`config.mk`:
```
export PLATFORM = sky130hd
export DESIGN_NAME = addsub_arbiter
export DESIGN_NICKNAME = d
export VERILOG_FILES = /design/src/rtl/addsub_pkg.sv /design/src/rtl/addsub5_core.sv /design/src/rtl/addsub_arbiter.sv
export SDC_FILE = /design/constraint.sdc
export NUM_CORES = 1
export LEC_CHECK = 0
export CORE_ASPECT_RATIO = 0.8
export CORE_MARGIN = 2
export CORE_UTILIZATION = 46
export DETAILED_ROUTE_END_ITERATION = 8
export PLACE_DENSITY = 0.91
export SETUP_SLACK_MARGIN = 0.05
export SLEW_MARGIN = 5
export SYNTH_ARGS = -nofsm -noshare
export SYNTH_HDL_FRONTEND = slang
export SYNTH_SLANG_ARGS = --single-unit
```
`constraint.sdc`:
```
create_clock -name clk -period 3.2 [get_ports clk]
set_clock_uncertainty 0.1 [all_clocks]
set_input_delay 0.32 -clock clk [delete_from_list [all_inputs] [get_ports clk]]
set_output_delay 0.32 -clock clk [all_outputs]
set_load 0.03 [all_outputs]
```
`src/rtl/addsub_pkg.sv`:
```
// Shared types for the add/sub arbiter: operand width, op and FSM encodings,
// result bundle and the saturation limits used when ADDSUB_ARBITER_SAT_EN is defined.
package addsub_pkg;

    localparam int WIDTH = 5;

    localparam logic [WIDTH-1:0] SAT_POS = {1'b0, {(WIDTH-1){1'b1}}};
    localparam logic [WIDTH-1:0] SAT_NEG = {1'b1, {(WIDTH-1){1'b0}}};

    typedef enum logic {
        OP_ADD = 1'b0,
        OP_SUB = 1'b1
    } op_e;

    typedef enum logic [1:0] {
        ST_IDLE = 2'd0,
        ST_EXEC = 2'd1,
        ST_RESP = 2'd2
    } state_e;

    typedef struct packed {
        logic [WIDTH-1:0] sum;
        logic             cout;
        logic             ov;
    } result_t;

endpackage

```
`src/rtl/addsub5_core.sv`:
```
// Purpose: WIDTH-bit two's complement add/sub, exposing carry into and out of the MSB.
// Latency: purely combinational.
// Backpressure: none; output follows the operands.
module addsub5_core
    import addsub_pkg::*;
(
    input  logic [WIDTH-1:0] a,
    input  logic [WIDTH-1:0] b,
    input  op_e              op,
    output logic [WIDTH-1:0] sum,
    output logic             cout,
    output logic             ov,
    output logic             c4
);

    logic [WIDTH-1:0] b_eff;
    logic             cin;
    logic [WIDTH-1:0] lo;
    logic [1:0]       hi;

    // Split the adder at the MSB so the carry into the sign bit is visible for ov.
    always_comb begin
        cin   = (op == OP_SUB);
        b_eff = cin ? ~b : b;
        lo    = {1'b0, a[WIDTH-2:0]} + {1'b0, b_eff[WIDTH-2:0]} + {{(WIDTH-1){1'b0}}, cin};
        c4    = lo[WIDTH-1];
        hi    = {1'b0, a[WIDTH-1]} + {1'b0, b_eff[WIDTH-1]} + {1'b0, c4};
        sum   = {hi[0], lo[WIDTH-2:0]};
        cout  = hi[1];
        ov    = c4 ^ cout;
    end

endmodule

```
`src/rtl/addsub_arbiter.sv`:
```
// Purpose: round-robin arbiter for two requesters sharing one add/sub core (ADDSUB_ARBITER_SAT_EN saturates rsp_sum on overflow).
// Latency: accept in cycle t, rsp_valid in t+2; one op in flight, best case one op per 3 cycles.
// Backpressure: req_ready only in IDLE; rsp_* held stable in RESP until rsp_ready.
module addsub_arbiter
    import addsub_pkg::*;
(
    input  logic             clk,
    input  logic             rst_n,
    input  logic [1:0]       req_valid,
    output logic [1:0]       req_ready,
    input  logic [WIDTH-1:0] req_a0,
    input  logic [WIDTH-1:0] req_b0,
    input  logic             req_op0,
    input  logic [WIDTH-1:0] req_a1,
    input  logic [WIDTH-1:0] req_b1,
    input  logic             req_op1,
    output logic             rsp_valid,
    input  logic             rsp_ready,
    output logic             rsp_id,
    output logic [WIDTH-1:0] rsp_sum,
    output logic             rsp_cout,
    output logic             rsp_ov,
    output logic             busy
);

    state_e           state;
    logic             ptr;
    logic [WIDTH-1:0] cap_a;
    logic [WIDTH-1:0] cap_b;
    op_e              cap_op;
    logic             cap_id;
    result_t          rsp_q;

    logic             gnt_vld;
    logic             gnt_id;
    logic [WIDTH-1:0] core_sum;
    logic             core_cout;
    logic             core_ov;
    logic             core_c4;
    result_t          core_res;

    always_comb begin
        gnt_vld = |req_valid;
        gnt_id  = (req_valid == 2'b11) ? ptr : req_valid[1];
    end

    // Combinational so the accept lands in the same IDLE cycle the grant is made.
    always_comb begin
        req_ready = 2'b00;
        if (rst_n && (state == ST_IDLE) && gnt_vld)
            req_ready = gnt_id ? 2'b10 : 2'b01;
    end

    addsub5_core u_core (
        .a    (cap_a),
        .b    (cap_b),
        .op   (cap_op),
        .sum  (core_sum),
        .cout (core_cout),
        .ov   (core_ov),
        .c4   (core_c4)
    );

    always_comb begin
        core_res.cout = core_cout;
        core_res.ov   = core_ov;
`ifdef ADDSUB_ARBITER_SAT_EN
        // On overflow the wrapped sign is the inverse of the true sign.
        if (core_ov)
            core_res.sum = core_sum[WIDTH-1] ? SAT_POS : SAT_NEG;
        else
            core_res.sum = core_sum;
`else
        core_res.sum  = core_sum;
`endif
        ov_matches_carries: assert (core_ov == (core_c4 ^ core_cout));
    end

    always_ff @(posedge clk) begin
        if (!rst_n) begin
            state     <= ST_IDLE;
            ptr       <= 1'b0;
            cap_a     <= '0;
            cap_b     <= '0;
            cap_op    <= OP_ADD;
            cap_id    <= 1'b0;
            rsp_q     <= '0;
            rsp_id    <= 1'b0;
            rsp_valid <= 1'b0;
            busy      <= 1'b0;
        end else begin
            case (state)
                ST_IDLE: begin
                    if (gnt_vld) begin
                        cap_a  <= gnt_id ? req_a1 : req_a0;
                        cap_b  <= gnt_id ? req_b1 : req_b0;
                        cap_op <= gnt_id ? op_e'(req_op1) : op_e'(req_op0);
                        cap_id <= gnt_id;
                        ptr    <= ~gnt_id;
                        busy   <= 1'b1;
                        state  <= ST_EXEC;
                    end
                end
                ST_EXEC: begin
                    rsp_q     <= core_res;
                    rsp_id    <= cap_id;
                    rsp_valid <= 1'b1;
                    state     <= ST_RESP;
                end
                ST_RESP: begin
                    if (rsp_ready) begin
                        rsp_valid <= 1'b0;
                        busy      <= 1'b0;
                        state     <= ST_IDLE;
                    end
                end
                default: begin
                    rsp_valid <= 1'b0;
                    busy      <= 1'b0;
                    state     <= ST_IDLE;
                end
            endcase
        end
    end

    assign rsp_sum  = rsp_q.sum;
    assign rsp_cout = rsp_q.cout;
    assign rsp_ov   = rsp_q.ov;

endmodule
```
==> Word-level counts from Yosys, hierarchy flattened <==
Index checks and enable logic that the tools add are counted.
{ "totals": {"register_bits": 25, "in_bits": 27, "output_inout_bits": 12, "elab_cells": 48} }
{ "op_classes": {"add_sub_neg": 4, "n_eq_ne": 5, "mux": 14, "n_bitwise": 5, "reduce_logical": 8} }
{ "op_table": {"columns": ["op", "count"], "rows": [
  ["$mux W5", 3],
  ["$mux W2", 4],
  ["$pmux W1 S3", 2],
  ["$pmux W2 S3", 1],
  ["$reduce_and A2 Y1", 3],
  ["$add A4 B4 Y5", 1],
  ["$add A5 B1 Y5", 1],
  ["$not A5 Y5", 1],
  ["$eq A2 B2 Y1 const B", 2],
  ["$mux W1", 4],
  ["$ne A2 B2 Y1 const B", 2],
  ["$not A1 Y1", 3],
  ["$reduce_and A3 Y1", 1],
  ["$add A1 B1 Y2", 1],
  ["$add A2 B1 Y2", 1],
  ["$eq A2 B1 Y1 const B", 1],
  ["$logic_and A1 B1 Y1", 2],
  ["$logic_not A2 Y1", 1],
  ["$reduce_or A2 Y1", 1],
  ["$xor A1 B1 Y1", 1]
]} }

==> Logic depth before layout (Yosys ltp) <==
Gate-level depths: netlist (run 1).
{ "logic_depth": {"depth_word": 6, "ltp_mapped": 10, "depth_no_buf": 9} }

==> Hierarchy <==
A second synthesis (run 1) with hierarchy kept.
{ "unflattened": {"cells_unflattened": 154, "hier_area_um2": 1297.5} }
{ "by_module_without_submodules": {"columns": ["module", "n_inst", "cells_per_inst", "area_each_um2"], "rows": [
  ["addsub_arbiter", 1, 124, 1046.0],
  ["addsub5_core", 1, 30, 251.5]
]} }

==> Worst setup path after synthesis (run 1) <==
OpenSTA, ideal clock, no wires.
{ "synth_timing": {"path_type": "register to register", "startpoint": "register cap_op", "endpoint": "register rsp_q, in the netlist rsp_sum[4]", "setup_time_ns": 0.116, "arrival_time_ns": 2.012, "t_required_ns": 2.984, "slack_ns": 0.971, "path_stages_with_launch": 10, "period_less_slack_ns": 2.229, "cell_sequence": "dfxtp_1 -> buf_2 -> xor2_1 -> inv_1 -> fa_1 -> nand2b_1 -> a21oi_1 -> fa_1 -> nand2_1 -> a21boi_1"} }
{ "synth_between": {"elab_chain_len": 4, "word_cells_on_any_way": 5, "classes_between": "add/sub (4); mux (1)"} }
{ "synth_lines": {"columns": ["item", "line", "rtl"], "rows": [
  ["start, declared", "addsub_arbiter.sv:30", "op_e cap_op;"],
  ["start signal, assigned", "addsub_arbiter.sv:97", "cap_op <= gnt_id ? op_e'(req_op1) : op_e'(req_op0);"],
  ["$mux W5", "addsub5_core.sv:24", "b_eff = cin ? ~b : b;"],
  ["$add A4 B4 Y5", "addsub5_core.sv:25", "lo = {1'b0, a[WIDTH-2:0]} + {1'b0, b_eff[WIDTH-2:0]} + {{(WIDTH-1){1'b0}}, cin};"],
  ["$add A5 B1 Y5", "addsub5_core.sv:25", null],
  ["$add A2 B1 Y2 *", "addsub5_core.sv:27", "hi = {1'b0, a[WIDTH-1]} + {1'b0, b_eff[WIDTH-1]} + {1'b0, c4};"],
  ["via core_sum[4]", "addsub_arbiter.sv:36", "logic [WIDTH-1:0] core_sum;"],
  ["end signal, assigned", "addsub_arbiter.sv:105", "rsp_q <= core_res;"],
  ["end, declared", "addsub_arbiter.sv:32", "result_t rsp_q;"]
]} }
The timed path passes the listed nets; every way through them passes the cells marked *.
A chain may end at the register's enable or synchronous reset.

==> Final worst setup path (run 1) <==
{ "layout_timing": {"startpoint": "register state[0]", "endpoint": "output port req_ready[1]"} }
{ "layout_between": {"elab_chain_len": 4} }
{ "layout_lines": {"columns": ["item", "line", "rtl"], "rows": [
  ["start, declared", "addsub_arbiter.sv:26", "state_e state;"],
  ["start signal, assigned", "addsub_arbiter.sv:81", "state <= ST_IDLE;"],
  ["start signal, assigned", "addsub_arbiter.sv:101", "state <= ST_EXEC;"],
  ["start signal, assigned", "addsub_arbiter.sv:108", "state <= ST_RESP;"],
  ["$logic_not A2 Y1", "addsub_arbiter.sv:50", "if (rst_n && (state == ST_IDLE) && gnt_vld)"],
  ["$logic_and A1 B1 Y1 (2 in a row)", "addsub_arbiter.sv:50", null],
  ["$mux W2", "addsub_arbiter.sv:50", null],
  ["end, declared", "addsub_arbiter.sv:10", "output logic [1:0] req_ready,"]
]} }
Every way passes these cells.

==> results of run 1 <==
## cell usage in the layout (no fill, tap or decap), types with 2 or more instances in the layout
cell	n
a21boi_1	6
a21o_1	3
a21oi_1	2
a221o_1	10
a32oi_1	2
and3_2	9
buf_4	3
clkbuf_4	3
clkdlybuf4s50_1	38
dfxtp_1	25
fa_1	2
ha_1	3
inv_1	2
nand2_1	13
nand2b_1	3
nand3_1	3
nor2_1	7
nor2b_1	2
o211a_1	3
o211ai_1	2
o21ai_1	2
xor2_1	4
## cell usage after synthesis (all sizes together)
| cell | instances |
|---|---|
| nand2 | 13 |
| and3 | 11 |
| xnor2 | 1 |
| nor2 | 7 |
| and4bb | 1 |
| nand2b | 4 |
| buf | 10 |
| xor2 | 4 |
| o311ai | 1 |
| a211o | 1 |
| or3b | 1 |
| nand3 | 3 |
| nor2b | 2 |
| nor3b | 1 |
| or3 | 1 |
| o21ai | 2 |
| a21boi | 6 |
| mux2i | 1 |
| nand4bb | 1 |
| a21oi | 2 |
| a21o | 3 |
| o21bai | 1 |
| fa | 2 |
| o31a | 1 |
| a32oi | 2 |
| and2 | 1 |
| o211ai | 2 |
| inv | 2 |
| o211a | 3 |
| ha | 3 |
| a221o | 10 |
| dfxtp | 25 |
| o21ba | 1 |
## kinds of logic after synthesis
group	count (synthesis)	synth area share, %
multiplexers	1	0.773
AO/OA/AOI/OAI	35	22.7
AND/OR/NAND/NOR	46	21.4
XOR/XNOR	5	3.38
buffers and inverters	12	7.05
adder cells (fa/ha/maj)	5	5.99
flip-flops	25	38.6
## worst min-delay path by stage
stage            endpoint  slack (ps)  depth (start not counted)
6_report       rsp_sum[2]         360                          2
3_3_place_gp       rsp_id         340                          2
4_1_cts        rsp_sum[2]         370                          2
5_1_grt        rsp_sum[2]         390                          2
3_5_place_dp   rsp_sum[2]         350                          2
2_1_floorplan      cap_id         330                          1
## area by class of cell
| cell class | instances | share of cell area, % |
|---|---|---|
| Multi-Input combinational cell | 92 | 41.7 |
| Sequential cell | 25 | 29.7 |
| Timing Repair Buffer | 41 | 23.9 |
| Tap cell | 38 | 2.82 |
| Clock buffer | 4 | 1.56 |
| Inverter | 2 | 0.445 |
## critical path: cells and delay by family (launching register included)
family	cells	cell delay (ps)
buffers and inverters	2	880
DFF	1	460
and+or+nand+nor	2	490
## flip-flops by register name (all words and copies together) (netlist names), 2 cells and up
| signal | flops |
|---|---|
| cap_a | 5 |
| cap_b | 5 |
| rsp_sum | 5 |
| state | 2 |
## routing by layer
metal,wire [um],up-vias
met5,0,-
met1,1270,522
met4,38,0
met2,1370,37
li1,-,540
met3,201,5
## power by group through the flow
stage                     combinational [uW]  sequential (uW)  clock [uW]
after floorplan                          133              388           0
after global placement                   212              377           0
after detailed placement                 220              379           0
after CTS                                223              372         142
after global routing                     242              377         158
final                                    222              372         138
## stage by stage
step | total power (uW) | area [um^2] | util (%) | cells
finish | 731 | 1690 | 62.0 | 202
detailed placement | 599 | 1660 | 61.0 | 198
global route | 776 | 1690 | 62.0 | 202
global placement | 589 | 1660 | 61.0 | 198
CTS | 737 | 1690 | 62.0 | 202
floorplan | 521 | 1290 | - | 129
==> summary.txt, run 1 <==
Run status
  • Run status: completed

Route
  • Remaining DRCs: 0
  • Routed Antenna Nets: 0
  • DRT Pass-1 Iters: 4
  • Vias: 1104
  • Routed wire per std cell: between 10 and 15 um
  • DRT iter0 DRCs: 44
  • Vias/cell: around 5.5
  • Routed wire length: ~2900 um

Pwr
  • Combinational power share: a little under a third
  • Cell Pwr Density: around 430 mW/mm^2
  • Pint: a little over 500 uW
  • Net Sw Frac: between 30% and 40%
  • Sequential Power Share: around half
  • LEAKAGE: roughly 0.0007 uW
  • Clock group share of total power: 18.8%
  • Worst-case vdd ir drop: between 0.2 and 0.25 mV
  • Switching pwr: approximately 230 uW

Synthesis
  • Leading area contributor after synthesis: dfxtp_1
  • Average size of a mapped cell: about 10 um^2
  • Mapped cell area: 0.00129 mm^2
  • Seq cells post-synth: 25
  • Top cells by area, synth: dfxtp_1, a221o_1, and3_2
  • Register area share after synthesis: approximately two fifths
  • Post-synthesis net count: around 160
  • Post-synthesis instance total: 129
  • Unique masters post-synth: 38
  • YS warnings: 0
  • Yosys top cell area share: 38.6%

Min path
  • HP Class: reg -> reg
  • Critical hold path startpoint: rsp_sum[2]

Worst setup path
  • CP max FO: 12
  • Crit path to: req_ready[1]
  • CP max-delay cell: clkdlybuf4s50_1
  • Worst path max stage delay: about 690 ps
  • Reg2reg path depth: 8
  • Critical Path Source: state[0]
  • WP data required: between 2000 and 3000 ps
  • Worst r2r src: cap_op
  • Startpoint Class: register
  • Crit path cell chain: nor3b_2 -> buf_4 -> and3_4 -> clkdlybuf4s50_1
  • Terminus of the critical flop-to-flop path: rsp_sum[4]
  • Crit Path Category: reg -> out
  • R2R Setup Slk: around 730 ps
  • Worst setup EP type: output port
  • Crit path DAT: around 2200 ps

Timing
  • Final setup fails: 0
  • Worst-margin pin slew: between 600 and 700 ps
  • Final WS setup: around 620 ps
  • Hold Worst Slack: about 360 ps
  • Total negative slack: 0 ps
  • RSZ-0062 raised after global routing: no
  • Max-slew violations: 0
  • Fin crit period: 2580 ps
  • Rel. slew slack: between 50% and 60%
  • Ratio of final minimum period to clock period: 80.6%
  • Final Hold Viols: 0
  • FMAX: about 0.39 GHz

GRT
  • Tot GR Track Use: a little under a fifth
  • Met1 Usage GRT: between 20% and 30%
  • Largest net degree at the start of global routing: 19
  • Gr ovfl total: 0
  • Initial antenna violation count: 0
  • First-pass GRT wire length: roughly 4900 um
  • Layer with the highest usage: met2
  • Met3 Usage GRT: under 10%
  • Met2 Use GR: around a third
  • Vias in the first global route: approximately 1.1k

Clocking
  • Clk sinks: 25
  • Clk slew on worst S/H paths: between 100 and 150 ps
  • Clk_lat worst skew: ~320 ps
  • CTS tree: yes
  • Post-CTS Setup Repair Bufs: 0
  • Resized cells post-CTS: 0
  • Cts hold-fix bufs: 0
  • CTS H-tree depth: 1
  • Max Root-Sink Buffers: 2
  • CTS root buf: clkbuf_4
  • Cts bufs inserted: 3

Finish
  • Multi-input gate area: between 700 and 800 um^2
  • Diodes inserted: 0
  • Final #Nets: between 150 and 200
  • Layout cells sized above 1: 11.0%
  • Fill count: between 200 and 250
  • Area grow syn2layout: 30.3%
  • Reg area: ~500 um^2

Floorplan
  • Core box area: roughly 0.0027 mm^2
  • Top-level I/O count: 39
  • Die Area: between 0.003 and 0.004 mm^2
  • Chip Height: just over 50 um
  • Initial Util: a little under half
  • Num rows: 17
  • Die X-Extent: roughly 63 um

Run
  • Max-cap violations: 0

Place
  • Global placer's final weighted congestion: 0.834
  • Dpl ws: 658 ps
  • Port bufs: 38
  • Dpl hpwl: between 2000 and 2500 um
Power figures use the tool's default switching activity.
==> inputs of run 2 (changes only) <==
==> constraint.sdc (replaced) <==
create_clock -name clk -period 2.4 [get_ports clk]
set_clock_uncertainty 0.1 [all_clocks]
set_input_delay 0.24 -clock clk [delete_from_list [all_inputs] [get_ports clk]]
set_output_delay 0.24 -clock clk [all_outputs]
set_load 0.03 [all_outputs]
==> run 2 against run 1 <==
  * Wire length increased by 2.5%
  * Count of clock-buffer cells in the layout is 1 lower
  * Worst setup slack worse by 460 ps
  * Critical path depth increased by 4
==> summary.txt, run 2 (same netlist as run 1, synthesis figures left out) <==
Floorplan
  • Num rows: 17 (unchanged)
  • Top-level I/O count: 39 (unchanged)
  • Core box area: 0.00272 mm^2 (unchanged)
  • Die Area: 0.00326 mm^2 (unchanged)
  • Die X-Extent: 63.3 um (unchanged)
  • Initial Util: 47.6% (unchanged)
  • Chip Height: 51.5 um (unchanged)

Worst setup path
  • Reg2reg path depth: 8 (unchanged)
  • Crit path DAT: 2380 ps (+220 ps)
  • Startpoint Class: register
  • Worst setup EP type: register
  • Crit path cell chain: xor2_1 -> ha_1 -> nand2b_4 -> a21oi_2 -> fa_2 -> nand4bb_1 -> a211o_1 -> o211ai_1
  • Terminus of the critical flop-to-flop path: rsp_ov
  • CP max FO: 6 (-6)
  • Worst path max stage delay: 410 ps (-280 ps)
  • Crit Path Category: reg -> reg
  • R2R Setup Slk: 160 ps (-570 ps)
  • WP data required: 2550 ps (-230 ps)
  • Worst r2r src: cap_op
  • CP max-delay cell: fa_2

Run status
  • Run status: completed

Timing
  • Hold Worst Slack: 363 ps (+4.01 ps)
  • Max-slew violations: 0 (unchanged)
  • FMAX: ~0.45 GHz
  • Rel. slew slack: 54.8% (-2.3 points)
  • Final Hold Viols: 0 (unchanged)
  • Fin crit period: between 2000 and 2500 ps
  • Ratio of final minimum period to clock period: between 90% and 100%
  • Total negative slack: 0 ps (unchanged)
  • Final setup fails: 0 (unchanged)
  • RSZ-0062 raised after global routing: no
  • Worst-margin pin slew: 677 ps (+34.0 ps)

Clocking
  • CTS tree: yes
  • Clk sinks: 25 (unchanged)
  • CTS root buf: clkbuf_4
  • Max Root-Sink Buffers: 2 (unchanged)
  • Clk slew on worst S/H paths: 130 ps (about the same)
  • Cts bufs inserted: 3 (unchanged)
  • Clk_lat worst skew: 320 ps (about the same)
  • CTS H-tree depth: 1 (unchanged)

Finish
  • Layout cells sized above 1: 18.7% (+7.7 points)
  • Final #Nets: 199 (+1.0%)
  • Most common cell after layout, fill and taps aside: clkdlybuf4s50_1
  • Most frequent cells in the layout: clkdlybuf4s50_1, dfxtp_1, nand2_1
  • Area grow syn2layout: 34.6%
  • Non-filler cells, final: 204 (+0.99%)
  • Fill count: 253 (+2.0%)
  • Diodes inserted: 0 (unchanged)
  • Final Util: 64.0% (+2.0 points)

Route
  • Vias/cell: 5.52 (+0.99%)
  • Vias: 1126 (+2.0%)
  • Routed Antenna Nets: 0 (unchanged)
  • DRT Pass-1 Iters: 4 (unchanged)
  • DRT iter0 DRCs: 32 (-27%)
  • Routed wire length: 2950 um (+2.5%)
  • Remaining DRCs: 0 (unchanged)
  • Routed wire per std cell: 14.5 um (+1.5%)

GRT
  • Gr ovfl total: 0 (unchanged)
  • Largest net degree at the start of global routing: 15 (-4)
  • First-pass GRT wire length: 4930 um (+1.4%)
  • Initial antenna violation count: 0 (unchanged)
  • Vias in the first global route: 1118 (+1.5%)
  • Tot GR Track Use: 19.6% (+0.37 points)

Pwr
  • Sequential Power Share: 49.8% (-1.0 points)
  • Switching pwr: 318 uW (+41%)
  • LEAKAGE: 0.000746 uW (+3.9%)
  • Clock group share of total power: 18.4% (-0.4 points)
  • Combinational power share: 31.7% (+1.3 points)
  • Worst-case vdd ir drop: 0.396 mV (+66%)
  • Cell Pwr Density: 575 mW/mm^2 (+33%)
  • Pint: 684 uW (+35%)
  • Net Sw Frac: 31.7% (+0.97 points)
  • Design Power: 1000 uW (+37%)

Run
  • Max-cap violations: 0 (unchanged)

Min path
  • Hold path depth: 2 (unchanged)
  • WHS Endpoint: rsp_sum[2]
  • Critical hold path startpoint: rsp_sum[2]
  • HP Class: reg -> reg

Place
  • Dpl cells: 198 (unchanged)
  • Port bufs: 38 (unchanged)
  • Dpl hpwl: 2160 um (-2.9%)
  • Global placer's final weighted congestion: 0.857 (+2.7%)
[run 2: cell types whose count changed in the layout (fill, tap and decap cells not counted), moves of 2 or more]
cell             change
dfxtp_1              -2
dfxtp_4              +2
clkdlybuf4s50_1      -2
buf_4                +4
[run 2: per-layer routing]
metal  share of wire (%)  up-vias  global-route usage, %
li1                    -      548                      -
met1                  44      525                   22.3
met2                  46       41                   33.3
met3                 6.5       12                   7.05
met4                 2.9        0                   8.33
met5                   0        -                      0
[run 2: timing repair]
| action | 4_1_cts | 5_1_grt |
|---|---|---|
| buffers inserted | 0 | 2 |
| pin swaps | 0 | 3 |
| hold buffers | 0 | 0 |
| endpoints found under the setup margin | 2 | 2 |
| gates resized for setup | 4 | 7 |
[run 2: stage by stage]
stage	instance area [um^2]	setup WS, ps
2_1_floorplan	1290	171
3_3_place_gp	1660	98.8
3_5_place_dp	1660	-27.0
4_1_cts	1690	89.9
5_1_grt	1740	28.6
6_report	1740	162
[run 2: worst max path at each step]
stage	from	end	slack, ps	depth (start not counted)
floorplan	cap_op	rsp_sum[4]	170	9
global placement	cap_op	rsp_sum[4]	100	8
detailed placement	cap_op	rsp_ov	-30	9
CTS	cap_op	rsp_ov	90	9
global route	cap_op	rsp_ov	30	8
finish	cap_op	rsp_ov	160	8
[run 2: cell type report]
| class | count | area, um^2 | area share (%) |
|---|---|---|---|
| Clock buffer | 3 | 22.5 | 1.29 |
| Clock inverter | 1 | 5.00 | 0.287 |
| Inverter | 2 | 7.51 | 0.431 |
| Multi-Input combinational cell | 92 | 739 | 42.4 |
| Sequential cell | 25 | 508 | 29.1 |
| Tap cell | 38 | 47.5 | 2.73 |
| Timing Repair Buffer | 43 | 413 | 23.7 |
[run 2: power by group through the flow]
stage | sequential (uW) | combinational (uW) | clock, uW
after floorplan | 517 | 177 | 0
after global placement | 503 | 283 | 0
after detailed placement | 504 | 291 | 0
after CTS | 497 | 297 | 194
after global routing | 506 | 348 | 213
final | 499 | 318 | 185
[run 2: worst max-delay path: cells and delay by family, from the launching register on]
family | cells | cell delay (ps)
fa+ha+maj | 2 | 770
compound gates | 3 | 420
flops | 1 | 400
simple gates | 2 | 320
xor+xnor | 1 | 170
==> inputs of run 3 (changes only) <==
--- a/config.mk
+++ b/config.mk
@@ -7,9 +7,10 @@
 export LEC_CHECK = 0
 export CORE_ASPECT_RATIO = 0.8
 export CORE_MARGIN = 2
-export CORE_UTILIZATION = 46
+export CORE_UTILIZATION = 35
 export DETAILED_ROUTE_END_ITERATION = 8
-export PLACE_DENSITY = 0.91
+export PLACE_DENSITY = 0.74
+export RECOVER_POWER = 100
 export SETUP_SLACK_MARGIN = 0.05
 export SLEW_MARGIN = 5
 export SYNTH_ARGS = -nofsm -noshare
==> run 3 against run 2 <==
  * Global-route usage down 5.0 points
  * Flip-flop and latch count unchanged
  * Combinational power decreased by 2%
  * Largest cell class unchanged
==> summary.txt, run 3 (same netlist as run 1, synthesis figures left out) <==
Place
  • Dpl hpwl: 2200 um (+1.9%)
  • Global placer's final weighted congestion: 0.781 (-8.9%)
  • Port bufs: 38 (unchanged)

Floorplan
  • Chip Height: 58.4 um (+14%)
  • Initial Util: 37.1% (-11 points)
  • Die Area: 0.00421 mm^2 (+29%)
  • Die X-Extent: 72.0 um (+14%)
  • Top-level I/O count: 39 (unchanged)
  • Core box area: 0.00349 mm^2 (+28%)
  • Num rows: 19 (+2)

GRT
  • Tot GR Track Use: 14.6% (-5.0 points)
  • Largest net degree at the start of global routing: 19 (+4)
  • Gr ovfl total: 0 (unchanged)
  • Vias in the first global route: 1106 (-1.1%)
  • First-pass GRT wire length: 4870 um (-1.1%)
  • Initial antenna violation count: 0 (unchanged)

Finish
  • Most common cell after layout, fill and taps aside: clkdlybuf4s50_1
  • Area grow syn2layout: 36.4%
  • Layout cells sized above 1: 18.6% (-0.11 points)
  • Most frequent cells in the layout: clkdlybuf4s50_1, dfxtp_1, nand2_1
  • Diodes inserted: 0 (unchanged)
  • Final #Nets: 200 (+0.50%)

Route
  • Vias: 1098 (-2.5%)
  • Vias/cell: 5.25 (-4.8%)
  • Routed Antenna Nets: 0 (unchanged)
  • DRT Pass-1 Iters: 4 (unchanged)
  • DRT iter0 DRCs: 58 (+81%)
  • Routed wire per std cell: 13.8 um (-4.8%)
  • Routed wire length: 2880 um (-2.5%)
  • Remaining DRCs: 0 (unchanged)

Worst setup path
  • CP max FO: 5 (-1)
  • Reg2reg path depth: 9 (+1)
  • WP data required: 2450 ps (-100 ps)
  • Startpoint Class: register
  • Crit path DAT: 2280 ps (-100 ps)
  • Crit Path Category: reg -> reg
  • Worst setup EP type: register

Timing
  • Worst-margin pin slew: 672 ps (-5.35 ps)
  • FMAX: 0.448 GHz (+0.22%)
  • Fin crit period: 2230 ps (-4.80 ps)
  • Final Hold Viols: 0 (unchanged)
  • Max-slew violations: 0 (unchanged)
  • Rel. slew slack: 55.1% (+0.36 points)
  • RSZ-0062 raised after global routing: no
  • Ratio of final minimum period to clock period: 93.1% (-0.20 points)
  • Total negative slack: 0 ps (unchanged)
  • Final setup fails: 0 (unchanged)

Pwr
  • LEAKAGE: 0.000778 uW (+4.3%)
  • Design Power: 1060 uW (+5.9%)
  • Cell Pwr Density: 601 mW/mm^2 (+4.4%)
  • Worst-case vdd ir drop: 0.345 mV (-13%)

Clocking
  • CTS tree: yes
  • CTS root buf: clkbuf_8
  • Max Root-Sink Buffers: 2 (unchanged)
  • CTS H-tree depth: 1 (unchanged)
  • Clk slew on worst S/H paths: 90 ps (-40 ps)
  • Cts hold-fix bufs: 0 (unchanged)
  • Cts bufs inserted: 3 (unchanged)
  • Clk sinks: 25 (unchanged)
  • Clk_lat worst skew: 270 ps (-50 ps)

Min path
  • Hold path depth: 2 (unchanged)
  • HP Class: reg -> reg

Run
  • Max-cap violations: 0 (unchanged)

Run status
  • Run status: completed
[run 3: cell count changes in the layout (fill, tap and decap cells not counted), moves of 2 or more]
cell             change
clkdlybuf4s50_1     -11
dlygate4sd3_1       +11
a21boi_0             +4
a21boi_1             -4
clkbuf_4             -3
clkbuf_8             +3
dfxtp_2              +2
[run 3: final timing paths]
check | endpoint | slack, ps | from
min reg2reg | rsp_sum[4] | 360 | rsp_sum[4]
max reg2reg | rsp_ov | 170 | cap_op
max | rsp_ov | 170 | cap_op
min | rsp_sum[4] | 360 | rsp_sum[4]
[run 3: area by class of cell]
type                    instances  area [um^2]
multi-input cells              92          734
repair buffers                 44          420
clock buffers                   4         45.0
well taps                      42         52.6
inverters                       2         7.51
fillers                       310         1730
flip-flops and latches         25          507
[run 3: layer usage]
| layer | wire length [um] | part of all wire (%) | track usage (%) | up-vias |
|---|---|---|---|---|
| met5 | 0 | 0 | 0 | - |
| met4 | 10 | 0.35 | 3.50 | 0 |
| met3 | 126 | 4.4 | 3.94 | 2 |
| met2 | 1420 | 49 | 25.5 | 24 |
| met1 | 1320 | 46 | 18.0 | 525 |
| li1 | - | - | - | 547 |
[run 3: power breakdown]
group          leakage (uW)  switching, uW  total (uW)  internal, uW
sequential         0.000207           41.6         499           457
combinational      0.000548            150         311           161
clock             0.0000228            133         252           119
total              0.000778            325        1060           737
[run 3: critical path, stage by stage, from the launching register on]
cell       delay [ps]
dfxtp_4           410
xor2_2            160
inv_1              90
fa_1              410
nand2b_4          170
a21oi_2           200
fa_2              250
nand4bb_1         130
a211o_1           110
o211ai_1           90
[run 3: through the flow]
stage               std cells  setup WS (ps)  utilization, %  area (um^2)  hold WS [ps]
floorplan                 129            171               -         1290           273
global placement          202           90.7            47.5         1660           344
detailed placement        202          -64.4            47.5         1660           349
CTS                       207           68.8            49.3         1720           365
global route              209           39.7            50.6         1770           386
finish                    209            167            50.6         1770           357
[run 3: repair_timing]
action	4_1_cts	5_1_grt
cloned	0	0
resized for setup	4	7
pin swaps	0	2
buffers inserted	1	2
setup endpoints to repair	2	2
